===== src/rtl/bow_rx_frame_buf.sv =====
// BoW receive framer: locks on a sync word, captures fixed-length frames into two
// ping-pong banks and drains completed frames as a valid/ready stream with SOF/EOF.
module bow_rx_frame_buf #(
  parameter int                DATA_W    = 16,
  parameter int                FRAME_LEN = 32,
  parameter logic [DATA_W-1:0] SYNC_WORD = 16'h7FFE,
  parameter int                SETUP_CYC = 8
) (
  input  logic              clk_pos,
  input  logic              preset,
  input  logic [DATA_W-1:0] rx_data,
  input  logic              rx_fec,
  input  logic              rx_aux,
  input  logic              rx_valid,
  output logic              rx_ready,
  output logic [DATA_W-1:0] out_data,
  output logic              out_fec,
  output logic              out_aux,
  output logic              out_sof,
  output logic              out_eof,
  output logic              out_valid,
  input  logic              out_ready,
  output logic              overflow,
  output logic [15:0]       frame_cnt,
  output logic [7:0]        drop_cnt
);

  localparam int IDX_W  = (FRAME_LEN > 1) ? $clog2(FRAME_LEN) : 1;
  localparam int AW     = $clog2(2 * FRAME_LEN);
  localparam int WORD_W = DATA_W + 2;
  localparam int SET_W  = (SETUP_CYC > 1) ? $clog2(SETUP_CYC) : 1;
  localparam logic [IDX_W-1:0] LAST_IDX = IDX_W'(FRAME_LEN - 1);
  localparam logic [SET_W-1:0] SET_LAST = SET_W'(SETUP_CYC - 1);

  typedef enum logic [1:0] {
    ST_SETTLE  = 2'd0,
    ST_HUNT    = 2'd1,
    ST_CAPTURE = 2'd2,
    ST_DROP    = 2'd3
  } state_t;

  state_t             r_state;
  state_t             w_state_next;
  logic [SET_W-1:0]   r_settle_cnt;
  logic [IDX_W-1:0]   r_idx;
  logic               r_wr_bank;
  logic               r_rd_bank;
  logic               r_full [2];
  logic [IDX_W-1:0]   r_rd_idx;
  logic               r_fetched_all;
  logic               r_out_valid;
  logic               r_out_sof;
  logic               r_out_eof;
  logic [WORD_W-1:0]  r_rd_word;
  logic               r_overflow;
  logic [15:0]        r_frame_cnt;
  logic [7:0]         r_drop_cnt;
  logic [WORD_W-1:0]  r_mem [2*FRAME_LEN];

  logic               w_cap_we;
  logic               w_cap_done;
  logic               w_drop;
  logic               w_wr_free;
  logic               w_xfer;
  logic               w_eof_xfer;
  logic               w_load_ok;
  logic               w_fetch_bank;
  logic               w_load;
  logic [AW-1:0]      w_wr_addr;
  logic [AW-1:0]      w_rd_addr;

  // A bank whose EOF is accepted this very cycle is already reusable.
  assign w_wr_free = ~r_full[r_wr_bank] | (w_eof_xfer & (r_rd_bank == r_wr_bank));

  assign w_wr_addr = AW'(r_idx) + (r_wr_bank ? AW'(FRAME_LEN) : AW'(0));

  always_ff @(posedge clk_pos) begin
    if (preset) begin
      r_state <= ST_SETTLE;
    end else begin
      r_state <= w_state_next;
    end
  end

  always_comb begin
    w_state_next = r_state;
    w_cap_we     = 1'b0;
    w_cap_done   = 1'b0;
    w_drop       = 1'b0;
    case (r_state)
      ST_SETTLE: begin
        if (rx_valid && (r_settle_cnt == SET_LAST)) w_state_next = ST_HUNT;
      end
      ST_HUNT: begin
        if (rx_valid && (rx_data == SYNC_WORD)) begin
          if (w_wr_free) begin
            w_state_next = ST_CAPTURE;
          end else begin
            w_state_next = ST_DROP;
            w_drop       = 1'b1;
          end
        end
      end
      ST_CAPTURE: begin
        if (rx_valid) begin
          w_cap_we = 1'b1;
          if (r_idx == LAST_IDX) begin
            w_cap_done   = 1'b1;
            w_state_next = ST_HUNT;
          end
        end
      end
      ST_DROP: begin
        if (rx_valid && (r_idx == LAST_IDX)) w_state_next = ST_HUNT;
      end
      default: w_state_next = ST_SETTLE;
    endcase
  end

  always_ff @(posedge clk_pos) begin
    if (preset) begin
      r_settle_cnt <= '0;
      r_idx        <= '0;
      r_wr_bank    <= 1'b0;
      r_overflow   <= 1'b0;
      r_drop_cnt   <= '0;
    end else begin
      r_overflow <= w_drop;
      if ((r_state == ST_SETTLE) && rx_valid && (r_settle_cnt != SET_LAST)) begin
        r_settle_cnt <= r_settle_cnt + 1'b1;
      end
      if (r_state == ST_HUNT) begin
        r_idx <= '0;
      end else if (((r_state == ST_CAPTURE) || (r_state == ST_DROP)) && rx_valid) begin
        r_idx <= (r_idx == LAST_IDX) ? '0 : r_idx + 1'b1;
      end
      if (w_cap_done) r_wr_bank <= ~r_wr_bank;
      if (w_drop && (r_drop_cnt != 8'hFF)) r_drop_cnt <= r_drop_cnt + 1'b1;
    end
  end

  always_ff @(posedge clk_pos) begin
    if (w_cap_we) r_mem[w_wr_addr] <= {rx_data, rx_fec, rx_aux};
  end

  generate
    for (genvar gi = 0; gi < 2; gi++) begin : g_bank
      always_ff @(posedge clk_pos) begin
        if (preset) begin
          r_full[gi] <= 1'b0;
        end else if (w_cap_done && (r_wr_bank == 1'(gi))) begin
          r_full[gi] <= 1'b1;
        end else if (w_eof_xfer && (r_rd_bank == 1'(gi))) begin
          r_full[gi] <= 1'b0;
        end
      end
    end
  endgenerate

  // Output slot refills when empty or consumed; on EOF it pulls word 0 of the other bank.
  assign w_xfer       = r_out_valid & out_ready;
  assign w_eof_xfer   = w_xfer & r_out_eof;
  assign w_load_ok    = ~r_out_valid | out_ready;
  assign w_fetch_bank = w_eof_xfer ? ~r_rd_bank : r_rd_bank;
  assign w_load       = w_load_ok & r_full[w_fetch_bank] & (w_eof_xfer | ~r_fetched_all);
  assign w_rd_addr    = AW'(r_rd_idx) + (w_fetch_bank ? AW'(FRAME_LEN) : AW'(0));

  always_ff @(posedge clk_pos) begin
    if (w_load) r_rd_word <= r_mem[w_rd_addr];
  end

  always_ff @(posedge clk_pos) begin
    if (preset) begin
      r_out_valid   <= 1'b0;
      r_out_sof     <= 1'b0;
      r_out_eof     <= 1'b0;
      r_rd_idx      <= '0;
      r_fetched_all <= 1'b0;
      r_rd_bank     <= 1'b0;
      r_frame_cnt   <= '0;
    end else begin
      if (w_load) begin
        r_out_valid   <= 1'b1;
        r_out_sof     <= (r_rd_idx == '0);
        r_out_eof     <= (r_rd_idx == LAST_IDX);
        r_rd_idx      <= (r_rd_idx == LAST_IDX) ? '0 : r_rd_idx + 1'b1;
        r_fetched_all <= (r_rd_idx == LAST_IDX);
      end else begin
        if (w_xfer) begin
          r_out_valid <= 1'b0;
          r_out_sof   <= 1'b0;
          r_out_eof   <= 1'b0;
        end
        if (w_eof_xfer) r_fetched_all <= 1'b0;
      end
      if (w_eof_xfer) begin
        r_rd_bank   <= ~r_rd_bank;
        r_frame_cnt <= r_frame_cnt + 1'b1;
      end
    end
  end

  assign rx_ready  = ~preset & (r_state != ST_SETTLE);
  assign {out_data, out_fec, out_aux} = r_out_valid ? r_rd_word : '0;
  assign out_sof   = r_out_sof;
  assign out_eof   = r_out_eof;
  assign out_valid = r_out_valid;
  assign overflow  = r_overflow;
  assign frame_cnt = r_frame_cnt;
  assign drop_cnt  = r_drop_cnt;

endmodule


===== config.mk =====
export PLATFORM = sky130hd
export DESIGN_NAME = bow_rx_frame_buf
export DESIGN_NICKNAME = d
export VERILOG_FILES = /design/src/rtl/bow_rx_frame_buf.sv
export SDC_FILE = /design/constraint.sdc
export NUM_CORES = 1
export LEC_CHECK = 0
export BUFFER_PORTS_ARGS = -buffer_cell sky130_fd_sc_hd__buf_4
export CORE_ASPECT_RATIO = 2
export CORE_UTILIZATION = 50
export CTS_BUF_LIST = sky130_fd_sc_hd__clkbuf_2 sky130_fd_sc_hd__clkbuf_4 sky130_fd_sc_hd__clkbuf_8
export CTS_CLUSTER_SIZE = 24
export DETAILED_ROUTE_END_ITERATION = 7
export PLACE_DENSITY = 0.66
export SYNTH_ARGS = -nofsm -noshare
export SYNTH_HDL_FRONTEND = slang
export SYNTH_SLANG_ARGS = --single-unit

===== constraint.sdc =====
create_clock -name clk_pos -period 5.3 [get_ports clk_pos]
set_input_delay 0.53 -clock clk_pos [delete_from_list [all_inputs] [get_ports clk_pos]]
set_output_delay 0.53 -clock clk_pos [all_outputs]
set_load 0.01 [all_outputs]

==> results_dict.tcl, run 1 <==
set metrics [dict create \
    synth-simple-area-share_pct 2.73 \
    critical_path_required_ns 5.79 \
    max-cap-violations 0 \
    slowest_delay_ns 0.91 \
    dp_hpwl_um 68800 \
    crit_chain "nand3_1, clkinv_1, ha_1, nor2b_1, a221oi_1, a21oi_1, a221oi_1" \
    syn_inst 2151 \
    cp-end-kind "register" \
    synthTopCellsByArea "edfxtp_1 (75%), mux4_2 (16%), dfxtp_1 (2.0%)" \
    wirelength_um 118000 \
    clk_pin_slew_ns 0.07 \
    clock_latency_ns 0.82 \
    setup_tns_ns 0 \
    start_kind "register" \
    final.period_utilization_pct 82.6 \
    vias_per_cell 6.22 \
    gp_congestion 0.830 \
    start_util_pct 50.7 \
    fin_ws_ns 0.923 \
    syn2layout_area_growth_pct 11.6 \
    final_util_pct 56.6 \
    hold_viol 0 \
    fp.dieH_um 436 \
    postSynth.asyncResetShare_pct 0 \
    antenna_found_initial 4 \
    drtIter0Drc 2382 \
    yosysWarnings 0 \
    drive_gt1_share_pct 32.8 \
    pre_cts_slack_ns 1.12 \
    synth_nets 2186 \
    synth_mux_area_share_pct 17.0 \
    synth-xor-area-share_pct 0.297 \
    grt_pass1_vias 24000 \
    ys_ff_latch 1219 \
    ant_nets 0 \
    critical_path_buf_inv_count 1 \
    nNetsFinal 2378 \
    max_freq_ghz 0.228 \
    status "completed" \
    grt_pass1_wl_um 168000 \
    fin_area_mm2 0.0526 \
    crit_arrival_ns 4.87 \
    cts_tree "done" \
    dr.pass1.iters 5 \
    hold_path_class "input port to register" \
    seq_area_frac_synth_pct 76.7 \
    synth_top_cell_by_area "edfxtp_1" \
    worst_path_most_repeated_cell "a221oi_1" \
    overflow 0 \
    die_w_um 219 \
    grtUsageTotal_pct 25.4 \
    place_inst 3382 \
    tightest_slew_ns 1.22 \
    synth_fa_ha_area_share_pct 0.345 \
    dr_total_vias 22800 \
    fin_cells 3667 \
    die-area_mm2 0.0955 \
    period_minus_slack_ns 4.38 \
    synth_compound_area_share_pct 1.67 \
    wl_per_cell_um 32.1 \
    clock-root-buffer "clkbuf_8" \
    post-route-drc-count 0 \
    portBuffers 68 \
    yosysTopAreaCellShare_pct 74.7 \
    leakage_nw 16.1 \
    avgSynthCellArea_um2 21.9 \
    yosys.cell_types.count 53 \
    path_class "register to register" \
    clk_path_buf_depth 3 \
    slew_violations 0 \
    cts_buffers 156 \
    power.density_mw_per_mm2 346 \
    post_dp_cell_area_mm2 0.0495 \
    post-cts-setup-buffer-count 0 \
    total_power_mw 18.2 \
    clock_skew_ns 0.0345 \
    slowest_stage "ha_1" \
    clkSinkCount 1219 \
    num_io_pins 69 \
    syn_area_mm2 0.0471 \
    synth_edf_count 1172 \
    cpLargestDelayFamily "compound AO/OA/AOI/OAI gates" \
    rsz0062_at_grt "false" \
    finalSetupViolCount 0 \
    h-tree-depth 4 \
    synthFlopType "edfxtp_1" \
    irDropWorstVdd_v 0.000264 \
    rows 158 \
    synth_top_family_by_area "multiplexers" \
    yosysMostFrequentCell "edfxtp_1" \
    grt_max_degree 80 \
    fp.coreArea_mm2 0.0929 \
    whs_ns 0.113 \
    slew-limit-headroom_pct 18.2 \
    path_max_fanout 23 \
    yosys-top-cells-count "edfxtp_1 (1172), mux4_2 (326), nor2_1 (109), mux2i_1 (51)" \
    fill_cells 6802 \
]
[layer usage]
layer	global-route usage (%)	share of wire, %
met5	0	0
met4	13.3	5.5
met3	4.00	5.9
met2	45.0	54
met1	29.3	35
[worst register-to-register path: stages (launching register included)]
cell and delay, ns:
dfxtp_1 0.53, nand3_1 0.30, clkinv_1 0.27, ha_1 0.91, nor2b_1 0.85, a221oi_1 0.24
a21oi_1 0.81, a221oi_1 0.15
[cell usage in the layout (no fill, tap or decap), types with 12 or more instances in the layout]
cell      netlist  layout
mux2_2         12      12
o21ai_0        14      14
clkbuf_8        0     169
dfxtp_1        47      43
mux2i_1        51      51
edfxtp_1     1172    1172
ha_1           13      13
clkbuf_4        0      48
and2_1         20      20
clkinv_1        1      32
nor2_2          0      45
mux4_2        326     326
nor2_4          0      15
a21oi_1        47      47
nand2_1        44      44
nor2_1        109      49
clkinv_2        0      26
a221oi_1       24      24
nand3_1        19      19
buf_4          14     138
[state kept, by name, summed over array words and instances, names as in the netlist, 2 cells and up, named ones only]
name / flops
r_settle_cnt: 3
r_mem: 1152
frame_cnt: 16
r_full: 2
r_idx: 5
r_state: 2
r_rd_idx: 5
drop_cnt: 8
r_rd_word: 18
[repair_timing]
item                                    4_1_cts  5_1_grt
endpoints found under the setup margin        0        0
hold buffers                                  3        0
gates resized for setup                       0        0
hold endpoints to repair                     10        0
[kinds of logic after synthesis]
group,count (synthesis)
AND/OR/NAND/NOR,265
AO/OA/AOI/OAI,121
flip-flops,1219
multiplexers,389
adder cells (fa/ha/maj),13
XOR/XNOR,16
buffers and inverters,128
[report_power, final]
| part | total [mW] | internal [mW] | leakage (nW) | switching [mW] |
|---|---|---|---|---|
| clock network | 6.72 | 3.38 | 1.63 | 3.34 |
| registers | 10.6 | 10.6 | 10.9 | 0.0484 |
| logic | 0.870 | 0.367 | 3.58 | 0.503 |
| total | 18.2 | 14.3 | 16.1 | 3.89 |
[path summary, 6_finish.rpt]
path | start | to | slack [ns] | cells after the start
max reg2reg | out_valid | r_rd_word[3] | 0.92 | 7
max | out_valid | r_rd_word[3] | 0.92 | 7
min reg2reg | r_fetched_all | r_fetched_all | 0.48 | 2
min | rx_data[1] | r_mem[36][3] | 0.11 | 1
[area by class of cell]
cell class	instances	area [um^2]	share of cell area [%]
clock inverters	64	349	0.664
multi-input cells	804	10600	20.1
inverters	11	41.3	0.0785
diodes	1	2.50	0.00476
clock buffers	217	2690	5.11
repair buffers	151	1260	2.40
flip-flops and latches	1219	36100	68.8
well taps	1200	1500	2.86
(Power assumes the default switching activity.)
==> run 2: changes to the inputs <==
==> constraint.sdc (replaced) <==
create_clock -name clk_pos -period 4.59 [get_ports clk_pos]
set_input_delay 0.459 -clock clk_pos [delete_from_list [all_inputs] [get_ports clk_pos]]
set_output_delay 0.459 -clock clk_pos [all_outputs]
set_load 0.01 [all_outputs]
==> run 2 against run 1 <==
Net effect: power up 18%; sequential power is 16% higher; first-iteration DRC count shrank 2.6%; via count is 0.81% higher; register-to-register slack lost 0.51 ns; combinational power increased by 20%; clock power is 22% higher; final cell count rose by 1.2%; hold slack lost 0.021 ns; count of clock-buffer cells in the layout shrank 4; routed wire length is essentially flat; clock skew down 0.0083 ns.
==> results_dict.tcl, run 2 (synthesized netlist as in run 1, its figures left out) <==
set metrics [dict create \
    worst_path_most_repeated_cell "a221oi_1" \
    clk_path_buf_depth 3 \
    slew-limit-headroom_pct 23.3 \
    ctsHoldBuffers 6 \
    antenna_found_initial 7 \
    die-area_mm2 0.0955 \
    slowest_delay_ns 0.86 \
    gp_congestion 0.844 \
    setup_tns_ns 0 \
    largest_reg_flops 1152 \
    syn2layout_area_growth_pct 12.5 \
    start_kind "register" \
    largest-register "r_mem" \
    start_util_pct 50.7 \
    critical_path_required_ns 5.10 \
    drtIter0Drc 2321 \
    worstHoldStart "rx_data[12]" \
    dr_total_vias 23000 \
    cts_buffers 157 \
    hold_path_class "input port to register" \
    status "completed" \
    clk_pin_slew_ns 0.07 \
    wl_per_cell_um 31.7 \
    rsz0062_at_grt "false" \
    hold_viol 0 \
    irDropWorstVdd_v 0.000462 \
    die_w_um 219 \
    crit_arrival_ns 4.68 \
    total_power_mw 21.5 \
    r2r_end "r_rd_word[3]" \
    holdPathStages 1 \
    num_io_pins 69 \
    clock_latency_ns 0.80 \
    mostFrequentLayoutCell "edfxtp_1" \
    leakage_nw 16.4 \
    dr.pass1.iters 6 \
    place_inst 3412 \
    slowest_stage "nor2b_1" \
    grt_pass1_vias 24200 \
    tightest_slew_ns 1.15 \
    clkSinkCount 1219 \
    portBuffers 68 \
    cts_tree "done" \
    mostFrequentLayoutCells "edfxtp_1 (1172), mux4_2 (326), clkbuf_8 (168), buf_4 (167), nor2_2 (59)" \
    post-cts-setup-buffer-count 0 \
    pre_cts_slack_ns 0.571 \
    final.period_utilization_pct 90.9 \
    fin_ws_ns 0.416 \
    rows 158 \
    fp.coreArea_mm2 0.0929 \
    path_class "register to register" \
    period_minus_slack_ns 4.17 \
    cp-end-kind "register" \
    ant_nets 0 \
    wirelength_um 118000 \
    grt_max_degree 83 \
    overflow 0 \
    final_util_pct 57.0 \
    slew_violations 0 \
    max-cap-violations 0 \
    r2r_setup_slack_ns 0.42 \
    crit_chain "nand3_1, clkinv_1, ha_1, nor2b_1, a221oi_1, a21oi_1, a221oi_1" \
    fp.dieH_um 436 \
    path_max_fanout 23 \
    power.density_mw_per_mm2 405 \
    grt_pass1_wl_um 169000 \
    drive_gt1_share_pct 33.3 \
    dp_hpwl_um 70900 \
    hold_path_end "r_mem[54][14]" \
    ctsResizeCount 0 \
    max_freq_ghz 0.240 \
    clock_skew_ns 0.0261 \
    clock-root-buffer "clkbuf_8" \
    finalSetupViolCount 0 \
    rr_startpoint "out_valid" \
    nNetsFinal 2412 \
    fin_cells 3712 \
    vias_per_cell 6.20 \
    rr_worst_depth 7 \
    post-route-drc-count 0 \
    h-tree-depth 4 \
    grtUsageTotal_pct 25.3 \
]
run 2: cell types whose count changed in the layout (fill, tap and decap cells not counted), moves of 4 or more:
cell,previous run,this run
nor2_2,45,59
clkinv_1,32,44
buf_4,138,167
clkinv_2,26,22
nor2_4,15,1
bufinv_16,2,9
run 2: cell type report:
type                            instances  area [um^2]
Timing Repair Buffer                  184         1530
Clock buffer                          213         2650
Multi-Input combinational cell        804        10500
Fill cell                            6777        39900
Sequential cell                      1219        36100
Clock inverter                         79          581
Antenna cell                            2         5.00
Tap cell                             1200         1500
Inverter                               11         41.3
run 2: how the worst max path moves through the flow:
stage,from,to,slack [ns],depth (start not counted)
2_1_floorplan,rx_valid,r_mem[31][0],1.90,5
3_3_place_gp,out_valid,r_rd_word[3],0.58,7
3_5_place_dp,out_valid,r_rd_word[3],0.57,7
4_1_cts,out_valid,r_rd_word[3],0.51,7
5_1_grt,out_valid,r_rd_word[8],0.35,7
6_report,out_valid,r_rd_word[3],0.42,7
run 2: through the flow:
step | hold slack [ns] | instance area (um^2)
after floorplan | 0.437 | 47100
after global placement | 0.448 | 49700
after detailed placement | 0.468 | 49700
after CTS | 0.00983 | 53000
after global routing | 0.0396 | 53000
final | 0.0916 | 53000
run 2: power breakdown:
group          internal, mW  switching, mW  leakage [nW]
clock                  4.27           3.93          1.70
combinational         0.442          0.596          3.75
sequential             12.2         0.0555          10.9
total                  16.9           4.58          16.4
run 2: layer usage:
metal  global-route usage (%)  wire length (um)  up-vias
met2                     45.2             64100      986
met4                     12.4              5730        0
met1                     29.5             40700    12300
met5                        0                 0        -
met3                     3.82              7070      232
li1                         -                 -     9474
run 2: worst max-delay path, delay by kind of cell, from the launching register on:
kind / cells / cell delay, ns
flip-flops: 1 / 0.78
AO/OA/AOI/OAI: 3 / 1.05
buffers and inverters: 1 / 0.24
adder cells (fa/ha/maj): 1 / 0.62
AND/OR/NAND/NOR: 2 / 1.18
